## src/rtl/mem_access_pkg.sv

```systemverilog
// mem_access_pkg: state encoding, width defaults and helpers shared by mem_access_ctrl
// Contents: state_t (IDLE/SETUP/WAIT/DONE), ADDR_W, DATA_W, STAT_W, sat_inc()
package mem_access_pkg;
    localparam int ADDR_W = 6;
    localparam int DATA_W = 32;
    localparam int STAT_W = 16;
    typedef enum logic [1:0] {
        IDLE  = 2'd0,
        SETUP = 2'd1,
        WAIT  = 2'd2,
        DONE  = 2'd3
    } state_t;
    function automatic logic [STAT_W-1:0] sat_inc(input logic [STAT_W-1:0] v);
        return &v ? v : v + {{(STAT_W-1){1'b0}}, 1'b1};
    endfunction
endpackage

```

## src/rtl/mfc_timeout_counter.sv

```systemverilog
// mfc_timeout_counter: 8-bit WAIT-cycle counter flagging the last allowed cycle before an MFC timeout
// Ports: clk, rst_n (async active-low), clr (synchronous clear, wins over en),
//        en (count up), expired (count == MFC_TIMEOUT-1)
module mfc_timeout_counter #(
    parameter int MFC_TIMEOUT = 15
) (
    input  logic clk,
    input  logic rst_n,
    input  logic clr,
    input  logic en,
    output logic expired
);
    localparam logic [7:0] LAST = 8'(MFC_TIMEOUT - 1);
    logic [7:0] cnt;
    always_ff @(posedge clk or negedge rst_n)
        if (!rst_n) cnt <= '0;
        else cnt <= clr ? '0 : en ? cnt + 8'd1 : cnt;
    assign expired = cnt == LAST;
endmodule

```

## src/rtl/mem_access_ctrl.sv

```systemverilog
// mem_access_ctrl: single-request initiator for a 64x32 level-sensitive memory with MFC handshake and timeout
// Ports: clk, rst_n (async active-low)
//        req_valid/req_ready/req_write/req_addr/req_wdata - datapath request (ready only in IDLE)
//        mem_address ([ADDR_W] = write enable), mem_wdata, mem_rdata, mem_mfc - memory side
//        rsp_valid (1-cycle pulse), rsp_rdata (last read data), rsp_err (MFC timeout), busy
//        stat_reads/stat_writes/stat_timeouts - saturating counters, present only with MEM_ACCESS_STATS_EN
module mem_access_ctrl #(
    parameter int ADDR_W      = mem_access_pkg::ADDR_W,
    parameter int DATA_W      = mem_access_pkg::DATA_W,
    parameter int MFC_TIMEOUT = 15
) (
    input  logic              clk,
    input  logic              rst_n,
    input  logic              req_valid,
    output logic              req_ready,
    input  logic              req_write,
    input  logic [ADDR_W-1:0] req_addr,
    input  logic [DATA_W-1:0] req_wdata,
    output logic [ADDR_W:0]   mem_address,
    output logic [DATA_W-1:0] mem_wdata,
    input  logic [DATA_W-1:0] mem_rdata,
    input  logic              mem_mfc,
    output logic              rsp_valid,
    output logic [DATA_W-1:0] rsp_rdata,
    output logic              rsp_err,
    output logic              busy
`ifdef MEM_ACCESS_STATS_EN
    ,
    output logic [mem_access_pkg::STAT_W-1:0] stat_reads,
    output logic [mem_access_pkg::STAT_W-1:0] stat_writes,
    output logic [mem_access_pkg::STAT_W-1:0] stat_timeouts
`endif
);
    import mem_access_pkg::*;
    state_t state, state_nx;
    logic   wr_q, expired, wait_end;
    assign wait_end  = mem_mfc || expired;
    assign req_ready = state == IDLE;
    mfc_timeout_counter #(.MFC_TIMEOUT(MFC_TIMEOUT)) u_cnt (
        .clk     (clk),
        .rst_n   (rst_n),
        .clr     (state != WAIT),
        .en      (state == WAIT),
        .expired (expired)
    );
    always_ff @(posedge clk or negedge rst_n)
        if (!rst_n) state <= IDLE;
        else state <= state_nx;
    always_comb begin
        state_nx = state;
        state_nx = (state == IDLE)  ? (req_valid ? SETUP : IDLE) :
                   (state == SETUP) ? WAIT :
                   (state == WAIT)  ? (wait_end ? DONE : WAIT) : IDLE;
    end
    // The enable bit only rises one cycle after address/data settle and drops
    // before IDLE can load a new address, so the memory never sees a transient.
    always_ff @(posedge clk or negedge rst_n)
        if (!rst_n) begin
            wr_q        <= 1'b0;
            mem_address <= '0;
            mem_wdata   <= '0;
            rsp_rdata   <= '0;
            rsp_valid   <= 1'b0;
            rsp_err     <= 1'b0;
            busy        <= 1'b0;
        end else begin
            busy      <= state_nx != IDLE;
            rsp_valid <= state == WAIT && wait_end;
            rsp_err   <= state == WAIT && !mem_mfc && expired;
            if (state == IDLE && req_valid) begin
                wr_q        <= req_write;
                mem_address <= {1'b0, req_addr};
                mem_wdata   <= req_wdata;
            end
            if (state == SETUP) mem_address[ADDR_W] <= wr_q;
            if (state == WAIT && wait_end) begin
                mem_address[ADDR_W] <= 1'b0;
                if (mem_mfc && !wr_q) rsp_rdata <= mem_rdata;
            end
        end
`ifdef MEM_ACCESS_STATS_EN
    always_ff @(posedge clk or negedge rst_n)
        if (!rst_n) begin
            stat_reads    <= '0;
            stat_writes   <= '0;
            stat_timeouts <= '0;
        end else if (rsp_valid) begin
            if (rsp_err) stat_timeouts <= sat_inc(stat_timeouts);
            else if (wr_q) stat_writes <= sat_inc(stat_writes);
            else stat_reads <= sat_inc(stat_reads);
        end
`endif
endmodule
```

## config.mk

```make
export PLATFORM = sky130hd
export DESIGN_NAME = mem_access_ctrl
export DESIGN_NICKNAME = d
export VERILOG_FILES = /design/src/rtl/mem_access_pkg.sv /design/src/rtl/mfc_timeout_counter.sv /design/src/rtl/mem_access_ctrl.sv
export SDC_FILE = /design/constraint.sdc
export NUM_CORES = 1
export LEC_CHECK = 0
export ABC_AREA = 1
export CAP_MARGIN = 20
export CORE_UTILIZATION = 34
export DETAILED_ROUTE_END_ITERATION = 12
export PLACE_DENSITY = 0.67
export SLEW_MARGIN = 20
export SYNTH_ARGS = -nofsm -noshare
export SYNTH_HDL_FRONTEND = slang
export SYNTH_SLANG_ARGS = --single-unit
export TNS_END_PERCENT = 20
```

## constraint.sdc

```tcl
create_clock -name clk -period 1.85 [get_ports clk]
set_clock_uncertainty 0.2 [all_clocks]
set_input_delay 0.37 -clock clk [delete_from_list [all_inputs] [get_ports clk]]
set_output_delay 0.37 -clock clk [all_outputs]
set_load 0.01 [all_outputs]
```

Yosys cells after proc, flatten, opt, wreduce, memory -nomap -nowiden
Cells that the tools add are included.

word-level totals
  register bits = 85
  latch bits = 0
  RAM bits = 0
  memory bits (read-only) = 0
  bits of input ports = 75
  output and inout port bits = 75
  word-level logic and storage cells = 38
  memories kept = 0

cells by class
  $add $sub $neg = 1
  multiply operators = 0
  div/mod/pow operators = 0
  magnitude comparators = 0
  eq/ne operators = 4
  shift-type cells = 0
  multiplexer cells = 10
  bitwise gates (word level) = 0
  reduce and logical (&&, ||, !) cells = 13

operators by type and width
  kind                 count
  $mux 8               2
  $add 8x1->8 const B  1
  $eq 8x4->1 const B   1
  $mux 7               1
  $mux 2               3
  $logic_and 1x1->1    5
  $mux 1               4
  $reduce_bool 2->1    2
  $reduce_bool 3->1    1
  $eq 2x1->1 const B   1
  $eq 2x2->1 const B   1
  $logic_not 1->1      2
  $logic_not 2->1      1
  $ne 2x2->1 const B   1
  $reduce_and 2->1     1
  $logic_or 1x1->1     1

Depth between registers and ports, before layout
Gate-level depths: netlist of the first run.

  depth after elaboration = 7
  depth in mapped cells = 9

By module
From an unflattened synthesis of the first run, not the netlist that was laid out.

second synthesis, totals
  cells, all modules = 394
  area total of the unflattened synthesis = 3,662.3 um^2

modules (own cells, without submodules)
  module               instances  cells an instance  area each (um^2)  seq. area each (um^2)
  mem_access_ctrl      1          329                3,193.1           1,926.8
  mfc_timeout_counter  1          65                 469.2             200.2

Worst setup path after synthesis of the first run
No wires, ideal clock.

  path kind = register to register
  start = register state[0]
  end = register mem_address[0]
  library setup time = 0.125 ns
  data arrival time = 1.253 ns
  data required time = 1.525 ns
  path slack = 0.272 ns
  stages on the path, launching flop included = 6
  buffers on the path = 1
  period minus slack after synthesis = 1.578 ns
  path through = dfrtp_1 > inv_1 > ha_1 > nand2_4 > buf_6 > mux2_2

on the way
  longest elaborated chain between the ends = 2

ends and longest elaborated chain
  item                             RTL line               text
  from (decl)                      mem_access_ctrl.sv:35  state_t state, state_nx;
  from (signal assigned)           mem_access_ctrl.sv:48  else state <= state_nx;
  $logic_not 2->1                  n/a
  via req_ready                    mem_access_ctrl.sv:15  output logic req_ready,
  $logic_and 1x1->1                mem_access_ctrl.sv:70  if (state == IDLE && req_valid) begin
  to (signal assigned)             mem_access_ctrl.sv:72  mem_address <= {1'b0, req_addr};
  to (signal, indexed assignment)  mem_access_ctrl.sv:75  if (state == SETUP) mem_address[ADDR_W] <= wr_q;
  to (decl)                        mem_access_ctrl.sv:19  output logic [ADDR_W:0] mem_address,

The timed path passes the listed nets, and every way through them passes these cells.
A chain may end at the register's enable or synchronous reset.

Worst setup path in the final report of the first run
  start = register rsp_rdata[7]
  end = output rsp_rdata[7]

RTL lines
  item                    RTL line               text
  from (decl)             mem_access_ctrl.sv:24  output logic [DATA_W-1:0] rsp_rdata,
  from (signal assigned)  mem_access_ctrl.sv:78  if (mem_mfc && !wr_q) rsp_rdata <= mem_rdata;

No word-level cell between the ends.

==> results of run 1 <==
-- stage by stage --
step | util [%] | power (mW) | cells | setup WS, ps | hold slack, ps
finish | 55.6 | 8.12 | 595 | 34.7 | 266
global route | 55.6 | 8.70 | 595 | 0.692 | 290
CTS | 54.3 | 8.38 | 595 | 0.619 | 277
detailed placement | 52.3 | 7.14 | 579 | 26.1 | 118
global placement | 52.3 | 7.06 | 579 | 39.5 | 115
floorplan | - | 5.01 | 298 | 272 | -126
-- power breakdown --
| group | switching (mW) | total, mW | internal, mW | leakage, nW |
|---|---|---|---|---|
| logic | 1.59 | 3.67 | 2.09 | 1.93 |
| clock network | 0.639 | 1.33 | 0.691 | 0.0947 |
| registers | 0.439 | 3.12 | 2.68 | 1.05 |
-- cells by family (layout without fill, tap and decap cells) --
family          count (synthesis)  in the layout  share of synthesized area [%]
compound gates                  6              6                          0.864
flops                          85             85                           61.2
mux                            39             39                           14.0
simple gates                  137            137                           17.2
buf+inv                        26            190                           4.93
fa+ha+maj                       5              5                           1.80
-- cell usage after synthesis --
| master | count |
|---|---|
| nand2_1 | 80 |
| o21ai_0 | 2 |
| clkbuf_1 | 3 |
| inv_1 | 10 |
| buf_6 | 7 |
| nand3b_1 | 1 |
| buf_4 | 5 |
| nand3_1 | 36 |
| inv_4 | 1 |
| nor3_1 | 3 |
| nor2_1 | 14 |
| a21oi_1 | 4 |
| ha_1 | 5 |
| nand2_4 | 2 |
| mux2_2 | 26 |
| mux2_4 | 13 |
| nor2_8 | 1 |
| dfrtp_1 | 85 |
-- worst min-delay path, delay by kind of cell, from the launching register on --
kind / cells / cell delay [ps]
flip-flops: 1 / 340
AND/OR/NAND/NOR: 2 / 100
-- registers in the layout, indices dropped and copies added (netlist names) --
signal	flops
busy	1
mem_address	7
mem_wdata	32
rsp_err	1
rsp_rdata	32
rsp_valid	1
state	2
u_cnt.cnt	8
wr_q	1
-- area by class of cell --
cell class	count	area, sq um
timing repair buffer	164	1760
clock inverter	3	45.0
inverter	11	43.8
tap	133	166
clock buffer	12	155
sequential	85	2130
multi-input combinational	187	1190
fill	872	4380
-- per-layer routing --
layer | GRT usage (%) | vias to the layer above
met5 | 0 | -
met1 | 20.3 | 1271
met4 | 6.18 | 0
met2 | 26.4 | 86
li1 | - | 1292
met3 | 5.36 | 12
-- timing repair --
action,in CTS,in global routing
endpoints found under the setup margin,15,67
setup buffers,0,0
hold endpoints to repair,24,0
gates resized for setup,16,53
hold buffers,1,0
-- final timing paths --
| path | slack, ps | cells after the start | endpoint |
|---|---|---|---|
| max | 30 | 1 | rsp_rdata[7] |
| min | 270 | 2 | rsp_rdata[26]$_DFFE_PN0P_ |
| max reg2reg | 110 | 6 | mem_wdata[4]$_DFFE_PN0P_ |
| min reg2reg | 270 | 2 | rsp_rdata[26]$_DFFE_PN0P_ |
| max in group asynchronous | 670 | 3 | rsp_rdata[29]$_DFFE_PN0P_ |
| min in group asynchronous | 280 | 2 | mem_wdata[9]$_DFFE_PN0P_ |
==> flow_metrics.env, run 1 <==
export IMPL_status="finished clean"
export IMPL_antennaDiodeCount=0
export IMPL_max_cap_violations=0
export IMPL_finalMaxSlewViolations=0
export IMPL_wl_met2_um=4070
export IMPL_synth_nets=378
export IMPL_syn_to_final_growth_pct=57.7
export IMPL_coreArea_sq_mm=0.00986
export IMPL_syn_area_per_cell_sq_um=11.7
export IMPL_power_density_mw_per_mm2=1480
export IMPL_worstMarginPinSlew_ps=377
export IMPL_route_detailed_drc=0
export IMPL_yosys_warnings=0
export IMPL_via_per_inst=4.47
export IMPL_grt_max_degree=33
export IMPL_grt_pass1_wl_um=13100
export IMPL_setup_viol=0
export IMPL_yosys_top_cells_area="dfrtp_1 61%, nand2_1 8.6%, mux2_2 8.4%"
export IMPL_slew_limit_headroom_pct=74.9
export IMPL_cts_root_buf="clkbuf_8"
export IMPL_fmax_ghz=0.551
export IMPL_post_route_min_period_ps=1820
export IMPL_fin_crit_sh_pct=98.1
export IMPL_ys_seq_area_share_pct=61.2
export IMPL_rsz0062_at_grt="false"
export IMPL_htreeDepth=3
export IMPL_grt_pass1_vias=2711
export IMPL_cts_buffers=9
export IMPL_start_util_pct=35.2
export IMPL_placed_cell_area_sq_mm=0.00516
export IMPL_globalRoute_totalOverflow=0
export IMPL_cp_data_required_time_ps=1280
export IMPL_antenna_left=0
export IMPL_synth_distinct_cells=18
export IMPL_wl_met1_um=3560
export IMPL_tns_ps=0
export IMPL_vias=2661
export IMPL_worstSetupPathType="register to output port"
export IMPL_cp_slowest_cell="clkdlybuf4s50_1"
export IMPL_final_common_cell="dfrtp_1"
export IMPL_synth_cells=298
export IMPL_cts_buffer_depth=2
export IMPL_startpoint_type="register"
export IMPL_fp_dieH_um=103
export IMPL_portBuffers=149
export IMPL_rows=36
export IMPL_synth_area_sq_mm=0.00348
export IMPL_hold_path_class="register to register"
export IMPL_arrival_ps=1250
export IMPL_drive_gt1_share_pct=15.8
export IMPL_wl_met3_um=623
export IMPL_gp_congestion=0.743
export IMPL_critPathCaptureType="output port"
export IMPL_stdcell_area_sq_mm=0.00548
export IMPL_critPathBufInv=1
export IMPL_highest_layer="met4"
export IMPL_nets=538
export IMPL_synth_top_area_share_pct=61.2
export IMPL_io_pins=150
export IMPL_antenna_found_initial=0
export IMPL_max_stage_delay_ps=550
export IMPL_finalWirelength_um=8360
export IMPL_hp_start="rsp_rdata[26]$_DFFE_PN0P_"
export IMPL_path_clk_slew_ps=80
export IMPL_firstDrtPassIters=4
export IMPL_cts_sinks=85
export IMPL_post_drt_wl_per_cell_um=14.1
export IMPL_cp_max_fo=2
export IMPL_reg2reg_from="state[0]$_DFF_PN0_"
export IMPL_synth_seq_cells=85
export IMPL_die_area_sq_mm=0.0106
export IMPL_clk_latency_ps=340
export IMPL_vdd_ir_drop_max_mv=0.713
export IMPL_drt_iter0_markers=110
export IMPL_layout_common_cells="85 x dfrtp_1, 82 x clkdlybuf4s50_1, 80 x nand2_1"
export IMPL_cts_tree="yes"
export IMPL_critPathTopFamily="buffers and inverters"
export IMPL_leakage_nw=3.07
export IMPL_grt_use_total_pct=16.3
export IMPL_cp_startpoint="rsp_rdata[7]$_DFFE_PN0P_"
export IMPL_dp_hpwl_um=6020
export IMPL_path_cells="clkdlybuf4s50_1"
export IMPL_die_x_um=103
export IMPL_yosysTopAreaCell="dfrtp_1"
export IMPL_final_hold_viol_count=0
Power figures use the tool's default switching activity.
==> run 2, diff against run 1 <==
Settings changed: ABC_AREA 1 to not set, CTS_CLUSTER_DIAMETER set to 60.
==> flow_metrics.env, run 2 <==
export IMPL_grt_max_degree=54
export IMPL_synth_cells=211
export IMPL_synth_seq_cells=85
export IMPL_synth_nets=291
export IMPL_yosys_top_cells_count="85 x dfrtp_1, 38 x mux2_1, 30 x mux2_4"
export IMPL_drive_gt1_share_pct=17.4
export IMPL_die_area_sq_mm=0.0105
export IMPL_cp_data_required_time_ps=1280
export IMPL_fp_dieH_um=103
export IMPL_finalWirelength_um=7730
export IMPL_yosys_top_cells_area="dfrtp_1 62%, mux2_4 13%, mux2_1 12%"
export IMPL_via_per_inst=4.44
export IMPL_coreArea_sq_mm=0.00977
export IMPL_path_clk_slew_ps=80
export IMPL_top_regs="mem_wdata x32, rsp_rdata x32, u_cnt.cnt x8"
export IMPL_layout_common_cells="86 x clkdlybuf4s50_1, 85 x dfrtp_1, 49 x dlymetal6s2s_1"
export IMPL_synth_area_sq_mm=0.00343
export IMPL_ys_flop_type="dfrtp_1"
export IMPL_rsz0062_at_grt="true"
export IMPL_io_pins=150
export IMPL_cts_root_buf="clkbuf_8"
export IMPL_slew_limit_headroom_pct=80.3
export IMPL_drt_iter0_markers=43
export IMPL_synth_most_common_cell="dfrtp_1"
export IMPL_synth_distinct_cells=30
export IMPL_route_detailed_drc=0
export IMPL_max_stage_delay_ps=550
export IMPL_yosysTopAreaCell="dfrtp_1"
export IMPL_firstDrtPassIters=4
export IMPL_portBuffers=149
export IMPL_whs_ps=288
export IMPL_vias=2276
export IMPL_worstSetupPathType="register to output port"
export IMPL_hold_path_class="register to register"
export IMPL_synth_top_area_share_pct=61.9
export IMPL_grt_pass1_wl_um=11600
export IMPL_fmax_ghz=0.555
export IMPL_async_reset_ff_share_pct=100
export IMPL_vdd_ir_drop_max_mv=0.602
export IMPL_arrival_ps=1230
export IMPL_start_util_pct=35.1
export IMPL_cts_sinks=85
export IMPL_critPathCaptureType="output port"
export IMPL_grt_pass1_vias=2312
export IMPL_die_x_um=103
export IMPL_gp_congestion=0.787
export IMPL_synth_edf_count=0
export IMPL_critPathTopFamily="buffers and inverters"
export IMPL_worstMarginPinSlew_ps=294
export IMPL_antenna_left=0
export IMPL_cts_setup_buffers=0
export IMPL_clk_latency_ps=340
export IMPL_num_fill_cells=808
export IMPL_cp_slowest_cell="clkdlybuf4s50_1"
export IMPL_antenna_found_initial=0
export IMPL_grt_use_total_pct=14.6
export IMPL_path_cells="clkdlybuf4s50_1"
export IMPL_globalRoute_totalOverflow=0
export IMPL_startpoint_type="register"
export IMPL_antennaDiodeCount=0
export IMPL_finalMaxSlewViolations=0
export IMPL_yosys_warnings=0
export IMPL_seq_area_sq_mm=0.00213
export IMPL_final_common_cell="clkdlybuf4s50_1"
export IMPL_final_hold_viol_count=0
export IMPL_cts_tree="yes"
export IMPL_max_cap_violations=0
export IMPL_syn_area_per_cell_sq_um=16.3
export IMPL_leakage_nw=2.91
export IMPL_post_route_min_period_ps=1800
export IMPL_post_drt_wl_per_cell_um=15.1
export IMPL_design_power_total_mw=8.54
export IMPL_tns_ps=0
export IMPL_multi_input_area_sq_mm=0.00123
export IMPL_cp_max_fo=2
export IMPL_nets=455
export IMPL_cts_buffer_depth=2
export IMPL_ys_seq_area_share_pct=61.9
export IMPL_dp_hpwl_um=5720
export IMPL_cts_buffers=9
export IMPL_rows=36
export IMPL_fin_crit_sh_pct=97.5
export IMPL_setup_viol=0
export IMPL_status="finished clean"
export IMPL_power_density_mw_per_mm2=1540
export IMPL_critPathBufInv=1
export IMPL_htreeDepth=3
export IMPL_syn_to_final_growth_pct=61.5
[run 2: stage by stage]
stage,utilization [%],cell area (sq um),worst slack (ps),cells
2_1_floorplan,-,3430,192,211
3_3_place_gp,53.0,5180,-27.3,496
3_5_place_dp,53.0,5180,-40.9,496
4_1_cts,55.5,5420,0.949,513
5_1_grt,56.8,5550,-3.14,513
6_report,56.8,5550,46.8,513
[run 2: path summary, 6_finish.rpt]
kind	from	to	slack, ps	depth (start not counted)
setup / recovery	rsp_rdata[0]$_DFFE_PN0P_	rsp_rdata[0]	50	1
hold / removal	mem_wdata[1]$_DFFE_PN0P_	mem_wdata[1]$_DFFE_PN0P_	290	1
setup reg to reg	state[0]$_DFF_PN0_	mem_wdata[22]$_DFFE_PN0P_	100	6
hold reg to reg	mem_wdata[1]$_DFFE_PN0P_	mem_wdata[1]$_DFFE_PN0P_	290	1
max in group asynchronous	rst_n	rsp_rdata[14]$_DFFE_PN0P_	810	3
min in group asynchronous	rst_n	mem_wdata[24]$_DFFE_PN0P_	340	3
[run 2: kinds of logic (layout without fill, tap and decap cells)]
family                     Yosys count  count (layout)  share of synthesized area [%]
AOI/OAI and AO/OA                    9               9                           1.89
muxes                               72              72                           26.8
buffers and inverters               13             182                           2.26
and+or+nand+nor                     24              24                           4.48
adders and majority gates            5               5                           1.82
DFF                                 85              85                           61.9
xor gates and xnor gates             3               3                          0.765
[run 2: what timing repair did]
action	CTS	global route
gates resized for setup	13	51
hold endpoints to repair	85	0
setup endpoints to repair	13	56
hold buffers	1	0
[run 2: report_power, final]
part	switching [mW]	internal, mW
registers	0.438	2.72
clock network	0.668	0.940
logic	1.42	2.36
total	2.52	6.02
[run 2: layer usage]
layer  up-vias  routed length, um  GRT usage (%)
li1       1065                  -              -
met1      1118               3330           18.9
met2        83               3780           24.2
met3        10                538           3.25
met4         0                 82           5.27
met5         -                  0              0
[run 2: cell type report]
type | count | area share, %
clock buffer | 11 | 2.55
multi-input combinational | 113 | 22.3
sequential | 85 | 38.3
tap | 133 | 3.00
timing repair buffer | 161 | 31.6
clock inverter | 5 | 1.94
inverter | 5 | 0.338
==> run 3, diff against run 2 <==
Settings changed: CORE_ASPECT_RATIO set to 0.8, SKIP_CTS_REPAIR_TIMING set to 1.
==> flow_metrics.env, run 3 (same netlist as run 2, synthesis figures left out) <==
export IMPL_globalRoute_totalOverflow=0
export IMPL_r2r_slack_ps=100
export IMPL_syn_to_final_growth_pct=61.6
export IMPL_cts_tree="yes"
export IMPL_worstHoldEndpoint="mem_wdata[8]$_DFFE_PN0P_"
export IMPL_route_detailed_drc=0
export IMPL_nets=455
export IMPL_grt_pass1_wl_um=12100
export IMPL_post_drt_wl_per_cell_um=14.7
export IMPL_instances_no_fill=516
export IMPL_final_common_cell="clkdlybuf4s50_1"
export IMPL_vdd_ir_drop_max_mv=0.661
export IMPL_grt_pass1_vias=2341
export IMPL_critPathBufInv=1
export IMPL_arrival_ps=1240
export IMPL_leakage_nw=2.60
export IMPL_top_regs="mem_wdata x32, rsp_rdata x32, u_cnt.cnt x8"
export IMPL_grt_max_degree=35
export IMPL_fin_ws_ps=39.7
export IMPL_rsz0062_at_grt="false"
export IMPL_final_util_pct=57.0
export IMPL_clk_latency_ps=330
export IMPL_min_path_cells=1
export IMPL_portBuffers=149
export IMPL_dp_worst_setup_slack_ps=-17.7
export IMPL_hold_path_class="register to register"
export IMPL_wl_met1_um=3530
export IMPL_cts_buffers=9
export IMPL_path_cells="clkdlybuf4s50_1"
export IMPL_reg2regPathDepth=6
export IMPL_finalWirelength_um=7610
export IMPL_antenna_left=0
export IMPL_cts_root_buf="clkbuf_16"
export IMPL_via_per_inst=4.44
export IMPL_startpoint_type="register"
export IMPL_fin_crit_sh_pct=97.9
export IMPL_cp_data_required_time_ps=1280
export IMPL_slew_limit_headroom_pct=68.7
export IMPL_die_area_sq_mm=0.0105
export IMPL_max_cap_violations=0
export IMPL_htreeDepth=3
export IMPL_setup_viol=0
export IMPL_wl_met3_um=485
export IMPL_worstSetupPathType="register to output port"
export IMPL_cts_sinks=85
export IMPL_highest_layer="met4"
export IMPL_grt_use_total_pct=15.2
export IMPL_cts_buffer_depth=2
export IMPL_cp_slowest_cell="clkdlybuf4s50_1"
export IMPL_hp_start="mem_wdata[8]$_DFFE_PN0P_"
export IMPL_drive_gt1_share_pct=17.1
export IMPL_firstDrtPassIters=4
export IMPL_antennaDiodeCount=0
export IMPL_antenna_found_initial=0
export IMPL_wl_met2_um=3540
export IMPL_power_density_mw_per_mm2=1640
export IMPL_finalMaxSlewViolations=0
export IMPL_io_pins=150
export IMPL_reg2reg_from="state[0]$_DFF_PN0_"
export IMPL_status="finished clean"
export IMPL_r2r_end="mem_wdata[28]$_DFFE_PN0P_"
export IMPL_gp_congestion=0.727
export IMPL_drt_iter0_markers=57
export IMPL_rows=32
export IMPL_max_stage_delay_ps=540
export IMPL_path_clk_slew_ps=60
export IMPL_critPathCaptureType="output port"
export IMPL_dp_cells=499
export IMPL_whs_ps=290
export IMPL_dp_hpwl_um=5650
export IMPL_coreArea_sq_mm=0.00973
export IMPL_worstMarginPinSlew_ps=469
export IMPL_cp_max_fo=2
export IMPL_fp_dieH_um=91.9
export IMPL_layout_common_cells="131 x clkdlybuf4s50_1, 85 x dfrtp_1, 38 x mux2_1"
export IMPL_critPathTopFamily="buffers and inverters"
export IMPL_die_x_um=114
export IMPL_post_route_min_period_ps=1810
export IMPL_fmax_ghz=0.552
export IMPL_final_hold_viol_count=0
export IMPL_start_util_pct=35.3
export IMPL_vias=2293
run 3: metal layers:
layer | global-route usage, % | vias to the layer above
li1 | - | 1059
met3 | 4.69 | 5
met2 | 23.4 | 88
met4 | 5.19 | 0
met1 | 20.2 | 1141
met5 | 0 | -
run 3: final cells by class:
class / count / area, sq um
multi-input cells: 113 / 1230
clock buffers: 11 / 243
clock inverters: 5 / 83.8
fillers: 804 / 4180
flip-flops and latches: 85 / 2130
repair buffers: 161 / 1670
well taps: 136 / 170
inverters: 5 / 18.8
run 3: report_power, final:
| part | total [mW] | internal [mW] | switching (mW) |
|---|---|---|---|
| clock | 1.95 | 1.22 | 0.727 |
| combinational | 3.95 | 2.53 | 1.41 |
| sequential | 3.21 | 2.73 | 0.475 |
run 3: worst max path at each step:
| stage | cells past startpoint | start | slack (ps) | to |
|---|---|---|---|---|
| 3_5_place_dp | 4 | mem_mfc | -20 | rsp_rdata[24]$_DFFE_PN0P_ |
| 5_1_grt | 1 | rsp_rdata[8]$_DFFE_PN0P_ | 0.7 | rsp_rdata[8] |
| 3_3_place_gp | 4 | mem_mfc | 10 | rsp_rdata[10]$_DFFE_PN0P_ |
| 4_1_cts | 3 | state[1]$_DFF_PN0_ | -270 | req_ready |
| 2_1_floorplan | 5 | state[0]$_DFF_PN0_ | 190 | mem_address[0]$_DFFE_PN0P_ |
| 6_report | 1 | mem_wdata[21]$_DFFE_PN0P_ | 40 | mem_wdata[21] |
run 3: worst reg2reg max path: stages, from the launching register on:
cell	delay [ps]
dfrtp_1	350
inv_1	60
ha_1	210
buf_4	150
nand2_2	90
buf_12	190
mux2_1	370
run 3: per-stage QoR:
stage	power [mW]	instance area [sq um]	TNS, ps
2_1_floorplan	5.02	3430	0
3_3_place_gp	7.17	5170	0
3_5_place_dp	7.27	5170	-183
4_1_cts	9.29	5500	-276
5_1_grt	9.64	5550	0
6_report	9.10	5550	0
